$ cat config.mk
export PLATFORM = sky130hd
export DESIGN_NAME = afifo_rd_stream
export DESIGN_NICKNAME = d
export VERILOG_FILES = /design/src/rtl/afifo_rd_stream.sv
export SDC_FILE = /design/constraint.sdc
export NUM_CORES = 1
export LEC_CHECK = 0
export BUFFER_PORTS_ARGS = -buffer_cell sky130_fd_sc_hd__buf_2
export CAP_MARGIN = 20
export CELL_PAD_IN_SITES_DETAIL_PLACEMENT = 0
export CELL_PAD_IN_SITES_GLOBAL_PLACEMENT = 1
export CORE_MARGIN = 2
export CORE_UTILIZATION = 41
export DETAILED_ROUTE_END_ITERATION = 7
export PLACE_DENSITY = 0.8
export SLEW_MARGIN = 20
export SYNTH_ARGS = -nofsm -noshare
export SYNTH_HDL_FRONTEND = slang
export SYNTH_SLANG_ARGS = --single-unit
$ cat constraint.sdc
create_clock -name read_clock -period 2.2 [get_ports read_clock]
set_input_delay 0.44 -clock read_clock [delete_from_list [all_inputs] [get_ports read_clock]]
set_output_delay 0.44 -clock read_clock [all_outputs]
set_load 0.02 [all_outputs]
$ cat src/rtl/afifo_rd_stream.sv
// afifo_rd_stream: drains the async FIFO read port into a valid/ready stream via a 3-entry skid buffer.
// Define AFIFO_RD_STATS_EN to build the pop/stall statistics counters; otherwise they read as 0.
module afifo_rd_stream #(
    parameter int unsigned DATA_WIDTH = 8,
    parameter int unsigned CNT_WIDTH  = 16
) (
    input  logic                  read_clock,
    input  logic                  read_reset,
    input  logic                  empty,
    output logic                  read_en,
    input  logic [DATA_WIDTH-1:0] read_data,
    input  logic                  enable,
    input  logic                  flush,
    output logic                  out_valid,
    input  logic                  out_ready,
    output logic [DATA_WIDTH-1:0] out_data,
    output logic [CNT_WIDTH-1:0]  pop_count,
    output logic [CNT_WIDTH-1:0]  stall_count
);

    logic [1:0]            occ_q, occ_d;
    logic                  inflight_q;
    logic [1:0]            rd_ptr_q, rd_ptr_d;
    logic [1:0]            wr_ptr_q, wr_ptr_d;
    logic [DATA_WIDTH-1:0] buf_q [3];
    logic [2:0]            credit_used;
    logic                  capture;
    logic                  handshake;

    function automatic logic [1:0] ptr_inc(input logic [1:0] p);
        return (p == 2'd2) ? 2'd0 : p + 2'd1;
    endfunction

    // Credit counts words already buffered plus the one still coming back from the FIFO,
    // so a pop is only issued when its data is guaranteed a free slot.
    always_comb begin
        credit_used = {1'b0, occ_q} + {2'b00, inflight_q};
        read_en     = !read_reset && enable && !empty && !flush && (credit_used < 3'd3);
    end

    assign out_valid = (occ_q != 2'd0);
    assign out_data  = buf_q[rd_ptr_q];
    assign capture   = inflight_q && !flush;
    assign handshake = out_valid && out_ready && !flush;

    always_comb begin
        occ_d    = occ_q;
        rd_ptr_d = rd_ptr_q;
        wr_ptr_d = wr_ptr_q;
        if (flush) begin
            occ_d    = 2'd0;
            rd_ptr_d = 2'd0;
            wr_ptr_d = 2'd0;
        end else begin
            if (capture) begin
                wr_ptr_d = ptr_inc(wr_ptr_q);
            end
            if (handshake) begin
                rd_ptr_d = ptr_inc(rd_ptr_q);
            end
            if (capture && !handshake) begin
                occ_d = occ_q + 2'd1;
            end else if (!capture && handshake) begin
                occ_d = occ_q - 2'd1;
            end
        end
    end

    always_ff @(posedge read_clock) begin
        if (read_reset) begin
            occ_q      <= 2'd0;
            inflight_q <= 1'b0;
            rd_ptr_q   <= 2'd0;
            wr_ptr_q   <= 2'd0;
        end else begin
            occ_q      <= occ_d;
            inflight_q <= read_en;
            rd_ptr_q   <= rd_ptr_d;
            wr_ptr_q   <= wr_ptr_d;
        end
    end

    // Entries are cleared on reset so out_data reads 0 out of reset.
    always_ff @(posedge read_clock) begin
        if (read_reset) begin
            for (int i = 0; i < 3; i++) begin
                buf_q[i] <= '0;
            end
        end else if (capture) begin
            buf_q[wr_ptr_q] <= read_data;
        end
    end

`ifdef AFIFO_RD_STATS_EN
    localparam logic [CNT_WIDTH-1:0] CntOne = CNT_WIDTH'(1);

    logic [CNT_WIDTH-1:0] pop_count_q;
    logic [CNT_WIDTH-1:0] stall_count_q;

    always_ff @(posedge read_clock) begin
        if (read_reset) begin
            pop_count_q   <= '0;
            stall_count_q <= '0;
        end else begin
            if (read_en) begin
                pop_count_q <= pop_count_q + CntOne;
            end
            if (out_valid && !out_ready && (stall_count_q != '1)) begin
                stall_count_q <= stall_count_q + CntOne;
            end
        end
    end

    assign pop_count   = pop_count_q;
    assign stall_count = stall_count_q;
`else
    assign pop_count   = '0;
    assign stall_count = '0;
`endif

endmodule
### After elaboration in Yosys (flattened, before gate mapping)

Memory sizes are Yosys's and may differ from the RTL's. A register that Yosys moved wholly into a read port is not among the register bits.
Cells that the tools add are included.

* output and inout port bits: 42
* word-level logic and storage cells: 45
* memory bits (read-only): 0
* input bits: 14
* bits in latches: 0
* RAM bits: 24
* register bits after elaboration: 7
* memories: 1

Memory list
* buf_q: depth 3, width 8, rd ports 1, clocked after memory_dff 1, write ports 3, RTL line 25 `logic [DATA_WIDTH-1:0] buf_q [3];`

* reductions and logical operators: 18
* equality and inequality tests: 2
* $add $sub $neg: 5
* shift-type cells: 0
* magnitude comparators: 1
* mux-type cells: 14
* bitwise operators: 0
* div/mod/pow operators: 0
* multiply operators: 0

Operators with widths (count)
* $mux W2: 7
* $logic_and A1 B1 Y1: 9
* $mux W8: 1
* $reduce_or A8 Y1: 1
* $add A2 B1 Y2 const B: 3
* $mux W1: 6
* $logic_not A1 Y1: 5
* $eq A2 B2 Y1 const B: 2
* $reduce_bool A2 Y1: 2
* $add A2 B1 Y3: 1
* $lt A3 B2 Y1 const B: 1
* $reduce_or A2 Y1: 1
* $sub A2 B1 Y2 const B: 1

### Logic depth before layout (Yosys ltp)

* depth in word-level cells: 7
* mapped depth: 6

### Worst setup path after synthesis

No wires, ideal clock.

* kind: register to output
* from: reg occ_q[0]
* to: out read_en
* arrival: 1536 ps
* data required time: 1760 ps
* setup slack: 224 ps
* path buffers: 0
* stages on the path, launching flop included: 6
* cells stage by stage: dfxtp_1 ha_1 ha_1 nand2_1 nand2_1 nor4_1

* word-level cells in the longest chain between the ends: 3

Ends and longest elaborated chain
* start, declared: RTL line 21 `logic [1:0] occ_q, occ_d;`
* start signal, assigned: RTL line 71 `occ_q <= 2'd0;`
* start signal, assigned: RTL line 76 `occ_q <= occ_d;`
* $add A2 B1 Y3: RTL line 37 `credit_used = {1'b0, occ_q} + {2'b00, inflight_q};`
* $lt A3 B2 Y1: RTL line 38 `read_en = !read_reset && enable && !empty && !flush && (credit_used < 3'd3);`
* $logic_and A1 B1 Y1: RTL line 38
* end, declared: RTL line 10 `output logic read_en,`

Every way passes these cells.

### Worst setup path after layout

Ends and elaborated chain as after synthesis.

==> results.json <==
{
  "synth-edff-count": 32,
  "min_period_over_period": 0.938,
  "syn-cell-area_mm2": 0.00203,
  "core_mm2": 0.00475,
  "synth_cells": 147,
  "ioPinCount": 56,
  "worstMarginPinSlew_ns": 0.507,
  "power_uw": 1610,
  "ant_nets": 0,
  "dpl.hpwl_um": 2350,
  "dp_cells": 235,
  "outcome": "completed",
  "clock_skew_ns": 0.00434,
  "pwr-share-seq": 0.533,
  "fin_nets": 192,
  "power_switching_share": 0.223,
  "setup_viol": 0,
  "dieHeight_um": 74.4,
  "worst_slack_ns": 0.136,
  "layout-drive-gt1-share": 0.284,
  "placed_cell_area_mm2": 0.00210,
  "core.rowCount": 25,
  "clockBufferDepth": 2,
  "p_per_area_mw_per_mm2": 722,
  "drc": 0,
  "combPwrFrac": 0.076,
  "worst_setup_path_start_kind": "register",
  "worstPathRequired_ns": 1.76,
  "htreeDepth": 2,
  "cts_setup_buffers": 0,
  "start_util": 0.428,
  "max_slew_margin": 0.662,
  "port_buffers": 23,
  "die_x_um": 74.4,
  "p_int_uw": 1250,
  "setup_tns_ns": 0,
  "yosysWarnings": 0,
  "grt_pass1_wl_um": 5220,
  "synthFlopType": "edfxtp_1",
  "p_sw_uw": 358,
  "period_needed_ns": 2.06,
  "peakVddDrop_mv": 0.311,
  "drt-total-wl_um": 3380,
  "nFillCells": 465,
  "cp-end-kind": "output port",
  "cts_root_buf": "clkbuf_8",
  "areaGrowthSynthToFinish_pct": 9.35,
  "clock-sinks": 41,
  "gp_congestion": 0.742,
  "slew_viol_final": 0,
  "power_leakage_uw": 0.000873,
  "crit_type": "reg -> out",
  "wire_per_inst_um": 13.9,
  "max_cap_violations": 0,
  "rsz0062_at_grt": "no",
  "clkTransAtPathRegs_ns": 0.07,
  "cts_hold_buffers": 0,
  "grt-ovfl-total": 0,
  "cts_resized": 0,
  "place_ws_ns": 0.356,
  "antennaDiodeCount": 0,
  "critPathArrivalTime_ns": 1.62,
  "via_per_inst": 4.40,
  "die_area_mm2": 0.00554,
  "track_usage": 0.133,
  "cts_tree": "yes",
  "synth_seq_cells": 41,
  "numCtsBuffers": 5,
  "drtPass1Iterations": 4,
  "clock.fmax_mhz": 485,
  "synth.distinct_cells": 30,
  "grt_max_degree": 14,
  "fin_cells": 243,
  "finalHoldViolCount": 0,
  "multiInputGateArea_um2": 746,
  "avgSynthCellArea_um2": 13.8,
  "grt_antenna_before_repair": 0,
  "regArea_mm2": 0.00114,
  "hold_path.class": "in -> reg",
  "fin_area_mm2": 0.00222,
  "cp_max_fo": 5,
  "power.share.clock": 0.391,
  "clk_latency_ns": 0.29,
  "drt_iter0_drc": 43,
  "yosysSeqAreaShare": 0.561,
  "dr_total_vias": 1068,
  "async_flop_share": 0,
  "grt_pass1_vias": 1081
}
==> through the flow <==
stage	hold WS, ns	util
finish	0.321	0.468
global route	0.330	0.468
CTS	0.316	0.468
detailed placement	0.474	0.443
global placement	0.472	0.443
floorplan	0.448	-
==> path summary, 6_finish.rpt <==
path	start	depth (start not counted)	to	slack, ns
worst max-delay path	occ_q[0]$_SDFFE_PP0P_	6	read_en	0.14
worst min-delay path	empty	2	inflight_q$_SDFF_PP0_	0.32
worst max register to register	occ_q[0]$_SDFFE_PP0P_	5	occ_q[1]$_SDFFE_PP0P_	0.44
worst min register to register	rd_ptr_q[1]$_SDFFE_PP0P_	2	register	0.49
==> cells in the final DEF (no fill, tap or decap), types with 2 or more instances in the layout <==
cell type,n
mux4_2,8
nand2_1,5
or2_2,2
buf_4,2
and2_1,24
xor2_1,2
dfxtp_1,9
nor4_1,2
clkbuf_8,6
or3_1,2
ha_1,3
nor4b_4,2
a21oi_1,4
buf_2,23
or2_1,2
edfxtp_1,32
nor2_1,3
conb_1,32
==> cell usage after synthesis (2+ instances only) <==
cell / number / area share
mux4_2: 8 / 0.089
xor2_1: 2 / 0.0086
ha_1: 3 / 0.018
nor4_1: 2 / 0.0061
or2_1: 2 / 0.0061
a21oi_1: 4 / 0.0098
edfxtp_1: 32 / 0.47
nor2_1: 3 / 0.0055
nand2_1: 5 / 0.0092
or2_2: 2 / 0.0061
buf_4: 32 / 0.12
nor4b_4: 2 / 0.023
dfxtp_1: 9 / 0.089
and2_1: 24 / 0.074
or3_1: 2 / 0.0061
==> routing by layer <==
layer	vias to the layer above	GRT usage	share of wire
li1	514	-	-
met1	509	0.156	0.42
met2	40	0.232	0.52
met3	5	0.0325	0.052
met4	0	0.0536	0.016
met5	-	0	0
==> cell type report <==
| type | instances | share of cell area |
|---|---|---|
| Multi-Input combinational cell | 101 | 0.335 |
| Inverter | 1 | 0.00169 |
| Sequential cell | 41 | 0.513 |
| Timing Repair Buffer | 25 | 0.0585 |
| Clock buffer | 6 | 0.0371 |
| Tap cell | 67 | 0.0377 |
| Clock inverter | 2 | 0.0169 |
==> registers in the layout (all words and copies together), names as in the netlist, named ones only <==
signal	count
rd_ptr_q	2
occ_q	2
wr_ptr_q	2
buf_q	32
inflight_q	1
==> power by group through the flow <==
stage	Combinational, uW	Clock (uW)	Sequential, uW
floorplan	134	0	871
global placement	119	0	873
detailed placement	121	0	874
CTS	122	640	856
global route	132	676	857
finish	122	628	856
==> worst max-delay path, cell delays in order (launching register included) <==
cell,delay (ns)
dfxtp_1,0.37
ha_1,0.22
ha_1,0.27
nand2_1,0.07
nand2_1,0.06
nor4_1,0.14
buf_2,0.20
==> cells by family after synthesis <==
kind of cell    synth area share
mux                       0.0935
simple gates               0.168
buf+inv                    0.130
flops                      0.561
other cells              0.00184
xor+xnor                 0.00861
compound gates            0.0191
fa+ha+maj                 0.0185
No activity file was read; power rests on OpenSTA's default activity.
